$ cat src/rtl/cpu_pkg.sv
// Shared CPU definitions: reset vector, instruction field positions and
// the fetch-unit state encoding.
package cpu_pkg;
  localparam logic [31:0] RESET_PC_DEFAULT = 32'h0000_0000;

  localparam int OPCODE_MSB = 31;
  localparam int OPCODE_LSB = 26;
  localparam int RS_MSB     = 25;
  localparam int RS_LSB     = 21;
  localparam int RT_MSB     = 20;
  localparam int RT_LSB     = 16;
  localparam int RD_MSB     = 15;
  localparam int RD_LSB     = 11;
  localparam int IMM_MSB    = 15;
  localparam int IMM_LSB    = 0;
  localparam int FUNCT_MSB  = 5;
  localparam int FUNCT_LSB  = 0;

  typedef enum logic [1:0] {IDLE, REQ, DROP, HOLD} if_state_e;
endpackage

$ cat src/rtl/if_id_register.sv
// IF/ID pipeline register: clear wins over load, otherwise contents hold.
module if_id_register (
  input  logic        clk,
  input  logic        rst,
  input  logic        load,
  input  logic        clear,
  input  logic [31:0] d_instr,
  input  logic [31:0] d_pc_plus4,
  output logic        valid,
  output logic [31:0] instr,
  output logic [31:0] pc_plus4
);
  always_ff @(posedge clk or posedge rst) begin
    if (rst) begin
      valid    <= 1'b0;
      instr    <= '0;
      pc_plus4 <= '0;
    end else if (clear) begin
      valid <= 1'b0;
    end else if (load) begin
      valid    <= 1'b1;
      instr    <= d_instr;
      pc_plus4 <= d_pc_plus4;
    end
  end
endmodule

$ cat src/rtl/instruction_fetch_unit.sv
// Instruction fetch: drives the imem handshake, keeps a one-entry skid buffer
// for words that return under stall, and resolves jr/jump/branch redirects.
module instruction_fetch_unit
  import cpu_pkg::*;
#(
  parameter logic [31:0] RESET_PC = RESET_PC_DEFAULT
) (
  input  logic        clk,
  input  logic        reset,
  output logic        imem_req,
  output logic [31:0] imem_addr,
  input  logic        imem_ack,
  input  logic [31:0] imem_rdata,
  input  logic        stall,
  input  logic        branch_taken,
  input  logic [31:0] branch_offset,
  input  logic        jump,
  input  logic [25:0] jump_target,
  input  logic        jr,
  input  logic [31:0] jr_addr,
  output logic        if_id_valid,
  output logic [31:0] if_id_instr,
  output logic [31:0] if_id_pc_plus4,
  output logic [5:0]  opcode,
  output logic [4:0]  inst_read_reg_addr1,
  output logic [4:0]  inst_read_reg_addr2,
  output logic [4:0]  rd,
  output logic [15:0] inst_imm_field,
  output logic [5:0]  funct
);
  if_state_e   state_q, state_d;
  logic [31:0] pc_q, pc_d, tgt_q, tgt_d;
  logic [31:0] buf_instr_q, buf_instr_d, buf_pc4_q, buf_pc4_d;
  logic        ifid_load, ifid_clear, ifid_from_buf;
  logic        redir, fire;
  logic [31:0] target, pc_plus4;

  assign pc_plus4  = pc_q + 32'd4;
  assign imem_addr = pc_q;
  assign imem_req  = (state_q == REQ) || (state_q == DROP);
  assign fire      = imem_req && imem_ack;
  assign redir     = if_id_valid && !stall && (jr || jump || branch_taken);

  always_comb begin
    target = if_id_pc_plus4 + branch_offset;
    if (jr)        target = jr_addr;
    else if (jump) target = {if_id_pc_plus4[31:28], jump_target, 2'b00};
  end

  always_ff @(posedge clk or posedge reset) begin
    if (reset) begin
      state_q     <= IDLE;
      pc_q        <= RESET_PC;
      tgt_q       <= '0;
      buf_instr_q <= '0;
      buf_pc4_q   <= '0;
    end else begin
      state_q     <= state_d;
      pc_q        <= pc_d;
      tgt_q       <= tgt_d;
      buf_instr_q <= buf_instr_d;
      buf_pc4_q   <= buf_pc4_d;
    end
  end

  always_comb begin
    state_d       = state_q;
    pc_d          = pc_q;
    tgt_d         = tgt_q;
    buf_instr_d   = buf_instr_q;
    buf_pc4_d     = buf_pc4_q;
    ifid_load     = 1'b0;
    ifid_clear    = 1'b0;
    ifid_from_buf = 1'b0;
    case (state_q)
      IDLE: state_d = REQ;
      REQ: begin
        if (fire) begin
          pc_d = pc_plus4;
          if (!stall) begin
            ifid_load = 1'b1;
          end else begin
            buf_instr_d = imem_rdata;
            buf_pc4_d   = pc_plus4;
            state_d     = HOLD;
          end
        end
      end
      DROP: begin
        if (fire) begin
          pc_d    = tgt_q;
          state_d = REQ;
        end
      end
      HOLD: begin
        if (!stall) begin
          ifid_load     = 1'b1;
          ifid_from_buf = 1'b1;
          state_d       = REQ;
        end
      end
      default: state_d = IDLE;
    endcase
    // A redirect overrides the sequential path; an outstanding fetch must
    // still be drained, so without ack the target is parked for DROP.
    if (redir) begin
      ifid_load   = 1'b0;
      ifid_clear  = 1'b1;
      buf_instr_d = '0;
      buf_pc4_d   = '0;
      if (imem_req && !imem_ack) begin
        tgt_d   = target;
        pc_d    = pc_q;
        state_d = DROP;
      end else begin
        pc_d    = target;
        state_d = REQ;
      end
    end
  end

  if_id_register u_if_id (
    .clk        (clk),
    .rst        (reset),
    .load       (ifid_load),
    .clear      (ifid_clear),
    .d_instr    (ifid_from_buf ? buf_instr_q : imem_rdata),
    .d_pc_plus4 (ifid_from_buf ? buf_pc4_q : pc_plus4),
    .valid      (if_id_valid),
    .instr      (if_id_instr),
    .pc_plus4   (if_id_pc_plus4)
  );

  assign opcode              = if_id_instr[OPCODE_MSB:OPCODE_LSB];
  assign inst_read_reg_addr1 = if_id_instr[RS_MSB:RS_LSB];
  assign inst_read_reg_addr2 = if_id_instr[RT_MSB:RT_LSB];
  assign rd                  = if_id_instr[RD_MSB:RD_LSB];
  assign inst_imm_field      = if_id_instr[IMM_MSB:IMM_LSB];
  assign funct               = if_id_instr[FUNCT_MSB:FUNCT_LSB];
endmodule

$ cat config.mk
export PLATFORM = sky130hd
export DESIGN_NAME = instruction_fetch_unit
export DESIGN_NICKNAME = d
export VERILOG_FILES = /design/src/rtl/cpu_pkg.sv /design/src/rtl/if_id_register.sv /design/src/rtl/instruction_fetch_unit.sv
export SDC_FILE = /design/constraint.sdc
export NUM_CORES = 1
export LEC_CHECK = 0
export BUFFER_PORTS_ARGS = -buffer_cell sky130_fd_sc_hd__buf_2
export CAP_MARGIN = 10
export CORE_AREA = 8 8 191 193
export DETAILED_ROUTE_END_ITERATION = 7
export DIE_AREA = 0 0 199 201
export PLACE_DENSITY = 0.65
export SYNTH_ARGS = -nofsm -noshare
export SYNTH_HDL_FRONTEND = slang
export SYNTH_SLANG_ARGS = --single-unit
$ cat constraint.sdc
create_clock -name clk -period 6.9 [get_ports clk]
set_input_delay 0.69 -clock clk [delete_from_list [all_inputs] [get_ports clk]]
set_output_delay 0.69 -clock clk [all_outputs]
set_load 0.1 [all_outputs]
# --- Word level (Yosys, flattened, before mapping) ---
# Index checks and enable logic that the tools add are counted.
word_totals:
  regBits: 195
  latchBits: 0
  ram_bits: 0
  mem_bits_ro: 0
  in_bits: 129
  out_inout_bits: 141
  n_memories: 0
classes:
  add_sub_neg: 2
  n_mul: 0
  div_mod_pow: 0
  n_lt_le_gt_ge: 0
  eq_ne: 8
  shift: 0
  muxes: 32
  bitwise: 1
  n_reduce_logical: 20
ops:
  columns: ["cell", "n"]
  rows:
  - ["$mux W32", 16]
  - ["$pmux W32 S2", 1]
  - ["$add A32 B3 Y32 const B", 1]
  - ["$add A32 B32 Y32", 1]
  - ["$mux W2", 6]
  - ["$ne A3 B3 Y1 const B", 4]
  - ["$pmux W2 S4", 1]
  - ["$reduce_and A4 Y1", 2]
  - ["$reduce_bool A2 Y1", 4]
  - ["$mux W1", 7]
  - ["$eq A2 B2 Y1 const B", 2]
  - ["$logic_and A1 B1 Y1", 4]
  - ["$reduce_and A2 Y1", 2]
  - ["$logic_or A1 B1 Y1", 3]
  - ["$reduce_and A3 Y1", 1]
  - ["$reduce_bool A3 Y1", 1]
  - ["$eq A2 B1 Y1 const B", 1]
  - ["$logic_not A1 Y1", 2]
  - ["$logic_not A2 Y1", 1]
  - ["$ne A2 B2 Y1 const B", 1]
  - ["$pmux W1 S2", 1]
  - ["$not A1 Y1", 1]

# --- Logic depth before layout (Yosys ltp) ---
logic_depth:
  ltp_word: 8
  mapped_depth: 12
  depth_no_buf: 12

# --- Hierarchy ---
# From an unflattened synthesis, not the netlist that was laid out.
unflattened:
  cells_unflattened: 1327
  hier_area_um2: 12251.8
modules_own_cells:
  columns: ["module", "n_inst", "cells_per_inst", "area_per_inst_um2", "seq_area_each_um2"]
  rows:
  - ["instruction_fetch_unit", 1, 1187, 9514.1, 3253.1]
  - ["if_id_register", 1, 140, 2737.6, 1626.6]

# --- Worst setup path before layout ---
# Ideal clock, no wire load.
synth_path:
  path_type: "flip-flop to flip-flop"
  from: "reg u_if_id.pc_plus4[0]"
  to: "reg pc_q[30], in the netlist imem_addr[30]"
  t_arrival_ps: 3467
  path_slack_ps: 3297
  path_stages_with_launch: 13
  period_less_slack_ps: 3603
  cell_sequence: "dfrtp_1 ha_1 inv_1 fa_1 nor2b_1 o31a_1 a211oi_1 a21oi_2 a41oi_4 o41a_2 a2111o_1 o221ai_1 o21ai_0"
synth_between:
  elab_chain_cells: 5
synth_lines:
  columns: ["element", "line", "source"]
  rows:
  - ["start, declared", "if_id_register.sv:11", "output logic [31:0] pc_plus4"]
  - ["start signal, assigned", "if_id_register.sv:23", "pc_plus4 <= d_pc_plus4;"]
  - ["$add A32 B32 Y32", "instruction_fetch_unit.sv:45", "target = if_id_pc_plus4 + branch_offset;"]
  - ["$mux W32", "instruction_fetch_unit.sv:47", "else if (jump) target = {if_id_pc_plus4[31:28], jump_target, 2'b00};"]
  - ["$mux W32", "instruction_fetch_unit.sv:46", "if (jr) target = jr_addr;"]
  - ["$mux W32", "instruction_fetch_unit.sv:111", "if (imem_req && !imem_ack) begin"]
  - ["$mux W32", "instruction_fetch_unit.sv:106", "if (redir) begin"]
  - ["end signal, assigned", "instruction_fetch_unit.sv:59", "pc_q <= pc_d;"]
  - ["end, declared", "instruction_fetch_unit.sv:32", "logic [31:0] pc_q, pc_d, tgt_q, tgt_d;"]
# No other way between the ends. The select of a mux whose other input is x is not followed.
# A chain may end at the register's enable or synchronous reset.

# --- Worst setup path in the final report ---
layout_path:
  from: "in jump"
  to: "reg tgt_q[18]"
layout_between:
  elab_chain_cells: 4
  word_cells_on_any_way: 6
  classes_between: "mux (2); reduce/logical (4)"
layout_lines:
  columns: ["element", "line", "source"]
  rows:
  - ["start, declared", "instruction_fetch_unit.sv:17", "input logic jump,"]
  - ["$logic_or A1 B1 Y1 (2 in a row)", "instruction_fetch_unit.sv:42", "assign redir = if_id_valid && !stall && (jr || jump || branch_taken);"]
  - ["$logic_and A1 B1 Y1", "instruction_fetch_unit.sv:42", null]
  - ["$reduce_and A2 Y1 (no source line)", null, null]
  - ["end signal, assigned", "instruction_fetch_unit.sv:60", "tgt_q <= tgt_d;"]
  - ["end, declared", "instruction_fetch_unit.sv:32", null]
# Parallel ways exist; a longest one is shown, timed or not.

==> out/summary.txt <==
====================================================================================================
Floorplan die width                                                                           199 um
# hold bufs at CTS                                                                                 0
Ports                                                                                            270
Number of gates given a new drive strength after cts                                               0
Routed Wire Length                                                                           38.1 mm
Seq/Total Area, Yosys                                                                          42.5%
Vias/cell                                                                                       5.36
Average routed wire per standard cell                                                        20.1 um
Mapped Nets                                                                                     1417
Reg2reg path depth                                                                                12
H-Tree Level Count                                                                                 4
Global-route wire length before repair                                                       58.3 mm
TritonCTS clock tree                                                                             yes
Global route overflow                                                                              0
Req. time, crit path                                                                         7.23 ns
Max cap viols                                                                                      0
Area added between synthesis and finish                                                        17.7%
Hold WC Path Type                                                                       primary input to asynchronous set/reset pin
Final setup slack of the worst path                                                          3.30 ns
Launching point of the worst reg2reg path                                               u_if_id.pc_plus4[0]$_DFFE_PP0P_
Biggest fanout along the worst timing path                                                        55
Clock-pin slew reported for the worst setup and hold paths after clock tree synthesis        0.07 ns
Post-synthesis cell area                                                                  11500 um^2
Highest achievable clock rate                                                                278 MHz
Number of instances in the placed design                                                        1856
Most frequent cell after synthesis                                                           dfrtp_1
Number of max-slew violations in the final report                                                  0
Kind of end point of the critical path                                                          flop
Warning count from the yosys run                                                                   0
Max transition margin                                                                          20.4%
Critical path class                                                                     primary input to flop
Clock insertion delay at the later pin of the skew report                                    0.44 ns
Die outline area                                                                          40000 um^2
Number of buffers created by CTS                                                                  17
Clk_skew                                                                                  0.00774 ns
First-pass detailed-route iteration total                                                          5
Status                                                                                     completed
Kind of start point of the critical path                                                primary input
Setup TNS Final                                                                                 0 ns
Final Net Count                                                                                 1592
Worst Tran Pin Value                                                                         1.19 ns
Starting density of the core                                                                   34.5%
R2R setup slack                                                                              3.35 ns
Total count of hold-check failures in the final report                                             0
Core box area                                                                             33300 um^2
Clock period minus worst slack                                                               3.60 ns
Final RePlAce weighted congestion                                                              0.870
Largest net degree at the start of global routing                                                135
Final ANT Viol Nets                                                                                0
Clk Tree Root Cell                                                                         clkbuf_16
Number of flip-flops and latches in the synthesized netlist                                      195
Largest cells by area after synthesis                                                   dfrtp_1, o21ai_0, nand2_1
Combined global-route utilization of all metal layers                                          18.6%
Number of antenna violations at the first check in global routing                                  8
Number of DRC violations after detailed routing                                                    0
DRC violation total after the first TritonRoute iteration                                        997
Final setup violation count                                                                        0
TritonCTS Sinks                                                                                  195
Area share of the largest cell type after synthesis                                            42.5%
Syn_area_per_cell                                                                          9.18 um^2
Number of global-route vias before repair                                                      10.0k
Overall die height                                                                            201 um
Worst r2r dst                                                                           tgt_q[18]$_DFFE_PP0P_
Std-Cell Rows                                                                                     67
Tcrit/Tclk final                                                                               52.1%
Number of enable flip-flop cells after synthesis                                                   0
Total number of vias                                                                           10.1k
Count of buffers inserted at the top-level ports                                                 269
Unrepaired setup endpoints after global routing                                                false
Number of buffers inserted by post-CTS setup repair                                                0
Data arrival, critical path                                                                  3.93 ns
Leading post-synthesis cells by instance count                                          dfrtp_1, nand2_1, o21ai_0
Placed wire-length estimate after detailed placement                                         28.1 mm
Cell taking the most area after synthesis                                                    dfrtp_1
Ratio of cells with drive above 1 in the final layout                                          24.7%
Clock buffer depth                                                                                 2
Filler-free cell count of the finished design                                                   1890
Primary FF master, synth                                                                     dfrtp_1
Number of standard cells after synthesis                                                        1252
Proportion of synthesized flip-flops having asynchronous set or reset                           100%
Post-synth cell types                                                                             71
Final design utilization                                                                       40.7%
DP Worst Slack                                                                               2.85 ns
====================================================================================================
==> worst max-delay path by stage <==
stage / start / end / cells past startpoint / slack [ns]
5_1_grt: u_if_id.pc_plus4[0]$_DFFE_PP0P_ / tgt_q[18]$_DFFE_PP0P_ / 12 / 3.04
3_3_place_gp: jump / u_if_id.instr[7]$_DFFE_PP0P_ / 7 / 2.96
3_5_place_dp: jump / u_if_id.instr[0]$_DFFE_PP0P_ / 7 / 2.85
6_report: jump / tgt_q[18]$_DFFE_PP0P_ / 7 / 3.30
2_1_floorplan: reset / buf_instr_q[0]$_DFFE_PP0P_ / 1 / 0.90
4_1_cts: jump / u_if_id.instr[31]$_DFFE_PP0P_ / 7 / 3.33
==> metrics by stage <==
| stage | instance area, um^2 | hold WS [ns] |
|---|---|---|
| final | 13500 | 0.374 |
| after global routing | 13500 | 0.488 |
| after CTS | 13500 | 0.472 |
| after detailed placement | 12900 | 0.454 |
| after global placement | 12900 | 0.450 |
| after floorplan | 11500 | 0.437 |
==> flip-flops by register name (all words and copies together), names as in the netlist <==
register          flops
buf_instr_q          32
buf_pc4_q            32
imem_addr            32
tgt_q                32
u_if_id.instr        32
u_if_id.pc_plus4     32
state_q               2
u_if_id.valid         1
==> placed cells by master, fill, tap and decap left out, drive strengths merged, types with 28 or more instances in the layout <==
master	netlist	layout
xor2	28	28
a32o	36	36
a21oi	52	52
ha	35	35
o21ai	163	163
mux2i	65	65
nor2	56	56
dfrtp	195	195
buf	54	283
nand2	191	191
==> layout make-up <==
class	count	area (um^2)
Multi-Input combinational cell	910	5920
Fill cell	3357	19700
Antenna cell	2	5.00
Timing Repair Buffer	283	1450
Clock buffer	18	429
Tap cell	448	561
Sequential cell	195	4880
Inverter	20	82.6
Clock inverter	14	201
==> worst max-delay path, stage by stage <==
cell     delay (ns)
buf_2          0.08
buf_4          0.49
or2_2          0.32
o21a_1         0.75
nand2_1        0.79
buf_4          0.49
o31ai_1        0.29
==> cells by family after synthesis <==
kind of cell	count (synthesis)	share of synthesized area, %
and+or+nand+nor	354	13.8
muxes	79	7.03
DFF	195	42.5
buffers and inverters	147	6.34
adders and majority gates	36	3.98
AOI/OAI and AO/OA	393	22.8
xor gates and xnor gates	48	3.66
==> metal layers <==
layer / track usage, % / part of all wire [%]
met3: 5.18 / 7.2
met4: 6.41 / 2.8
met5: 0 / 0.15
met1: 23.8 / 43
met2: 29.8 / 47
Power is left out: the tool's default activity adds up to more than one toggle a clock period on the data nets, which glitch-free logic cannot reach.
